[config.mk]
export PLATFORM = sky130hd
export DESIGN_NAME = adder_seq_arbiter
export DESIGN_NICKNAME = d
export VERILOG_FILES = /design/src/rtl/adder_pkg.sv /design/src/rtl/adder32.sv /design/src/rtl/adder_seq_arbiter.sv
export SDC_FILE = /design/constraint.sdc
export NUM_CORES = 1
export LEC_CHECK = 0
export CORE_AREA = 5 5 217 219
export CTS_BUF_LIST = sky130_fd_sc_hd__clkbuf_8 sky130_fd_sc_hd__clkbuf_16
export DETAILED_ROUTE_END_ITERATION = 10
export DIE_AREA = 0 0 222 224
export HOLD_SLACK_MARGIN = 0.15
export PLACE_DENSITY = 0.53
export SETUP_SLACK_MARGIN = 0.4
export SYNTH_ARGS = -nofsm -noshare
export SYNTH_HDL_FRONTEND = slang
export SYNTH_HIERARCHICAL = 1
export SYNTH_SLANG_ARGS = --single-unit
[constraint.sdc]
create_clock -name clk -period 4.45 [get_ports clk]
set_input_delay 0.89 -clock clk [delete_from_list [all_inputs] [get_ports clk]]
set_output_delay 0.89 -clock clk [all_outputs]
set_load 0.005 [all_outputs]
[src/rtl/adder_pkg.sv]
// ----------------------------------------------------------------------------
// adder_pkg: shared slice width, FSM state and op encodings -- Rev 1.0
// ----------------------------------------------------------------------------
`default_nettype none

package adder_pkg;

  localparam int W_DEFAULT = 32;

  typedef enum logic [1:0] {
    ST_IDLE = 2'd0,
    ST_RUN  = 2'd1,
    ST_DONE = 2'd2
  } state_t;

  localparam logic OP_ADD = 1'b0;
  localparam logic OP_SUB = 1'b1;

endpackage

`default_nettype wire

[src/rtl/adder32.sv]
// ----------------------------------------------------------------------------
// adder32: combinational W-bit adder slice with carry in/out -- Rev 1.0
// ----------------------------------------------------------------------------
`default_nettype none

module adder32
  import adder_pkg::*;
#(
  parameter int W = W_DEFAULT
) (
  input  logic [W-1:0] a,
  input  logic [W-1:0] b,
  input  logic         cin,
  output logic [W-1:0] s,
  output logic         cout
);

  assign {cout, s} = {1'b0, a} + {1'b0, b} + {{W{1'b0}}, cin};

endmodule

`default_nettype wire

[src/rtl/adder_seq_arbiter.sv]
// ----------------------------------------------------------------------------
// adder_seq_arbiter: round-robin shared adder, word-serial multi-word add/sub
// Rev 1.0
// ----------------------------------------------------------------------------
`default_nettype none

module adder_seq_arbiter
  import adder_pkg::*;
#(
  parameter int W     = W_DEFAULT,
  parameter int WORDS = 2
) (
  input  logic                 clk,
  input  logic                 resetn,
  input  logic                 req0_valid,
  output logic                 req0_ready,
  input  logic [WORDS*W-1:0]   req0_a,
  input  logic [WORDS*W-1:0]   req0_b,
  input  logic                 req0_sub,
  input  logic                 req0_cin,
  input  logic                 req1_valid,
  output logic                 req1_ready,
  input  logic [WORDS*W-1:0]   req1_a,
  input  logic [WORDS*W-1:0]   req1_b,
  input  logic                 req1_sub,
  input  logic                 req1_cin,
  output logic                 res_valid,
  input  logic                 res_ready,
  output logic                 res_id,
  output logic [WORDS*W-1:0]   res_data,
  output logic                 res_cout,
  output logic                 res_ovf
);

  localparam int N  = WORDS * W;
  localparam int IW = (WORDS > 1) ? $clog2(WORDS) : 1;
  localparam logic [IW-1:0] LAST_IDX = IW'(WORDS - 1);

  state_t          state;
  state_t          state_nx;
  logic [IW-1:0]   idx;
  logic            carry;
  logic            last_grant;
  logic [N-1:0]    op_a;
  logic [N-1:0]    op_b;

  logic            grant0;
  logic            grant1;
  logic            accept;
  logic            sel_id;
  logic [N-1:0]    sel_a;
  logic [N-1:0]    sel_b;
  logic            sel_sub;
  logic            sel_cin;
  logic [W-1:0]    a_word;
  logic [W-1:0]    b_word;
  logic [W-1:0]    s_word;
  logic            c_word;
  logic            last_word;

  // Contention goes to whichever requester was not served last
  always_comb begin
    grant0 = req0_valid && (!req1_valid || last_grant);
    grant1 = req1_valid && (!req0_valid || !last_grant);
  end

  assign req0_ready = (state == ST_IDLE) && grant0;
  assign req1_ready = (state == ST_IDLE) && grant1;
  assign accept     = req0_ready || req1_ready;
  assign sel_id     = req1_ready;

  assign sel_a   = sel_id ? req1_a   : req0_a;
  assign sel_b   = sel_id ? req1_b   : req0_b;
  assign sel_sub = sel_id ? req1_sub : req0_sub;
  assign sel_cin = sel_id ? req1_cin : req0_cin;

  assign a_word    = op_a[int'(idx)*W +: W];
  assign b_word    = op_b[int'(idx)*W +: W];
  assign last_word = (idx == LAST_IDX);

  adder32 #(.W(W)) u_adder (
    .a    (a_word),
    .b    (b_word),
    .cin  (carry),
    .s    (s_word),
    .cout (c_word)
  );

  always_ff @(posedge clk or negedge resetn) begin
    if (!resetn) state <= ST_IDLE;
    else         state <= state_nx;
  end

  always_comb begin
    state_nx = state;
    case (state)
      ST_IDLE: if (accept)    state_nx = ST_RUN;
      ST_RUN:  if (last_word) state_nx = ST_DONE;
      ST_DONE: if (res_ready) state_nx = ST_IDLE;
      default:                state_nx = ST_IDLE;
    endcase
  end

  always_ff @(posedge clk or negedge resetn) begin
    if (!resetn) begin
      idx        <= '0;
      carry      <= 1'b0;
      last_grant <= 1'b1;
      op_a       <= '0;
      op_b       <= '0;
      res_valid  <= 1'b0;
      res_id     <= 1'b0;
      res_data   <= '0;
      res_cout   <= 1'b0;
      res_ovf    <= 1'b0;
    end else begin
      if (accept) begin
        // Subtraction is A + ~B + ~borrow, so the slice only ever adds
        op_a       <= sel_a;
        op_b       <= (sel_sub == OP_SUB) ? ~sel_b : sel_b;
        carry      <= (sel_sub == OP_SUB) ? ~sel_cin : sel_cin;
        idx        <= '0;
        last_grant <= sel_id;
        res_id     <= sel_id;
      end
      if (state == ST_RUN) begin
        res_data[int'(idx)*W +: W] <= s_word;
        carry                      <= c_word;
        if (last_word) begin
          idx       <= '0;
          res_valid <= 1'b1;
          res_cout  <= c_word;
          res_ovf   <= (a_word[W-1] == b_word[W-1]) && (s_word[W-1] != a_word[W-1]);
        end else begin
          idx <= idx + 1'b1;
        end
      end
      if ((state == ST_DONE) && res_ready) res_valid <= 1'b0;
    end
  end

endmodule

`default_nettype wire

==> impl_results.md <==
- Outcome: finished, final reports clean
- Area grow syn2layout: 33.9%
- Critical Path End Type: flop
- Grt total ovfl: 0
- I/O Buffers: 334
- Crit-path max FO: 7
- Max clock buf depth: 3
- Synth Flop Type: dfrtp_1
- Multi-input gate area: 7510 sq um
- CTS tree: done
- Final Slew Violations: 0
- Die ar.: 49700 sq um
- Pleak: slightly below 0.007 uW
- Vias in the first global route: 12100
- Reg2Reg Setup Slack: 0.57 ns
- Unrepaired setup endpoints after global routing: false
- Max frequency: roughly 260 MHz
- Max incr delay on CP: 0.49 ns
- Critical Path RT: 4.88 ns
- Async S/R FF share, synth: 100%
- Synthesized area: 13300 sq um
- Commonest non-fill, non-tap cell in the layout: clkdlybuf4s50_1
- Synth Area per Inst: between 10 and 15 sq um
- FF/Latch Area: 5030 sq um
- FP Rows: 78
- CP Cell Sequence: mux2_2 > fa_1 > fa_1 > a21o_1 > a221oi_2 > o211ai_1 > a21oi_2 > o31ai_1 > o31ai_1 > a41oi_1 > mux2_2
- Post-DRT Antenna Nets: 0
- WP data arrival: 4.31 ns
- Commonest non-fill, non-tap cells in the layout: clkdlybuf4s50_1, dfrtp_1, xnor2_1
- Synth warnings: 6
- Die width: 222 microns
- Met2 usage in global routing: between 30% and 40%
- Fin util: 39.6%
- TritonCTS buffer count: 24
- HP Class: in -> async
- H-tree depth: 1
- Pin count of the biggest net entering global routing: 129
- Layout Skew: between 0.015 and 0.02 ns
- Clock-pin slew on the worst setup and hold paths: 0.06 ns
- HPWL Detailed: between 30 and 40 mm
- Yosys cell types: 65
- # clock sinks: 201
- Pre-Repair DR Iteration Count: 5
- GRT Total Usage: 20.1%
- First-pass GRT wire length: between 70 and 80 mm
- Buf/Inv on CP: 0
- Vias per cell: roughly 5.5
- Family with the most delay on the worst path: compound AO/OA/AOI/OAI gates
- Setup TNS: 0 ns
- Final Cycle Share: 87.3%
- Grt met3 use: ~4.1%
- Nets@finish: 1862
- Max transition margin: 18.4%
- EDFF count, synth: 0
- Synthesized net count: ~1600
- Clock Tree Root: clkbuf_16
- Critical path class: reg -> reg
- Max-cap violations: 0
- Tmin final: 3.88 ns
- Most used routing layer: met2
- Initial drt markers: 924
- Fin. Hold Viols: 0
- Pwr Density: between 800 and 900 nW/um^2
- WL/cell: 24.1 microns
- Initial antenna violation count: 13
- Cts hold-fix bufs: 0
- # IOs: 335
- Cells after Synth: 1323
- Layout cells sized above 1: approximately 14%
- Final Setup Violations: 0
- Crit-path slowest cell: dfrtp_4
- #FFs+latches synth: about 200
- FILL cells: about 4400
- Final wirelength: 52.6 mm
- CP startpoint kind: flop
- Clk_lat worst skew: 0.54 ns
- VDD IR max: 0.000542 V
- Die H: 224 microns
- Met1 Track Usage GR: 27.7%
- Total number of vias: 12000
- Worst-Margin Slew: 1.22 ns
- Area of the core: ~45000 sq um
- Sequential-to-total area share from yosys stat: 37.9%
- Initial core utilization: about 30%
- RePlAce Congestion: 0.854
- DR DRC count: 0
==> area by class of cell <==
class                      count  area share, %
multi-input combinational    963           42.2
sequential                   201           28.3
timing repair buffer         361           20.4
tap                          600           4.22
clock buffer                  31           3.98
clock inverter                10          0.563
inverter                      13          0.274
antenna                        5         0.0703
==> cell families (layout without fill, tap and decap cells) <==
logic type                 Yosys count  count (layout)  synth area share, %
and+or+nand+nor                    202             202                 8.37
AOI/OAI and AO/OA                  437             437                 22.7
adders and majority gates           33              33                 3.22
muxes                              131             131                 11.1
buffers and inverters              159             415                 6.20
xor gates and xnor gates           160             160                 10.5
other                                0               5                    0
DFF                                201             201                 37.9
==> flip-flops by register name (all words and copies together) (netlist names), 2 cells and up <==
register / flops
op_b: 64
res_data: 64
op_a: 64
state: 2
==> timing repair <==
action | in CTS | in global routing
resized for setup | 1 | 4
cloned | 0 | 1
setup endpoints to repair | 12 | 15
buffers inserted | 0 | 4
==> cells in the mapped netlist (2+ instances only) <==
library cell / number / share of area, %
a211oi_1: 66 / 3.7
a21o_1: 19 / 1.1
a21oi_1: 38 / 1.4
a22o_1: 64 / 4.2
a311oi_1: 3 / 0.20
a31oi_1: 68 / 3.2
and3_1: 3 / 0.14
buf_1: 4 / 0.11
buf_2: 43 / 1.6
buf_4: 7 / 0.40
buf_6: 18 / 1.5
clkbuf_1: 71 / 2.0
clkbuf_4: 3 / 0.17
dfrtp_1: 200 / 38
fa_1: 2 / 0.30
ha_1: 31 / 2.9
inv_1: 10 / 0.28
inv_2: 3 / 0.085
mux2_1: 2 / 0.17
mux2_2: 127 / 11
mux2i_1: 2 / 0.15
nand2_1: 19 / 0.54
nand2b_1: 4 / 0.19
nand3_1: 7 / 0.26
nand4_1: 69 / 3.2
nor2_1: 16 / 0.45
nor2b_1: 5 / 0.24
nor3_1: 67 / 2.5
o211ai_1: 7 / 0.40
o21a_1: 3 / 0.17
o21ai_0: 75 / 2.8
o21ai_1: 4 / 0.15
o21bai_1: 5 / 0.28
o31a_1: 2 / 0.13
o31ai_1: 68 / 3.8
xnor2_1: 145 / 9.6
xor2_1: 15 / 0.99
==> per-layer routing <==
| layer | wire, microns | part of all wire [%] |
|---|---|---|
| met1 | 23500 | 45 |
| met2 | 24500 | 47 |
| met4 | 1250 | 2.4 |
| met3 | 3200 | 6.1 |
| met5 | 83 | 0.16 |
==> stage by stage <==
stage                     worst slack [ns]  instances  power [uW]  instance area, sq um  hold WS (ns)
after global routing                 0.424       2184       16600                 17800         0.476
after global placement               0.295       2133       13300                 16900         0.480
after CTS                            0.413       2174       15500                 17700         0.428
after floorplan                      0.487       1323        9910                 13300         0.467
final                                0.566       2184       15500                 17800         0.401
after detailed placement             0.220       2133       13400                 16900         0.480
==> worst register-to-register path: cells and delay by family (launching register included) <==
family | cells | cell delay [ns]
fa+ha+maj | 2 | 0.90
flops | 1 | 0.49
mux | 2 | 0.67
compound gates | 7 | 1.72
==> worst paths after layout <==
path	start	to	cells after the start
setup / recovery	idx	res_data[24]	11
min in group clk	res_ovf	res_ovf	2
setup reg to reg	idx	res_data[24]	11
hold / removal	resetn	op_a[30]	1
max in group asynchronous	resetn	res_data[45]	2
hold reg to reg	res_ovf	res_ovf	2
==> power by group <==
group          switching (uW)  total [uW]  internal [uW]
Sequential                849        3670           2820
Combinational            5440        9770           4330
Clock                     816        2040           1230
Total                    7110       15500           8370
No activity file was read; power rests on OpenSTA's default activity.
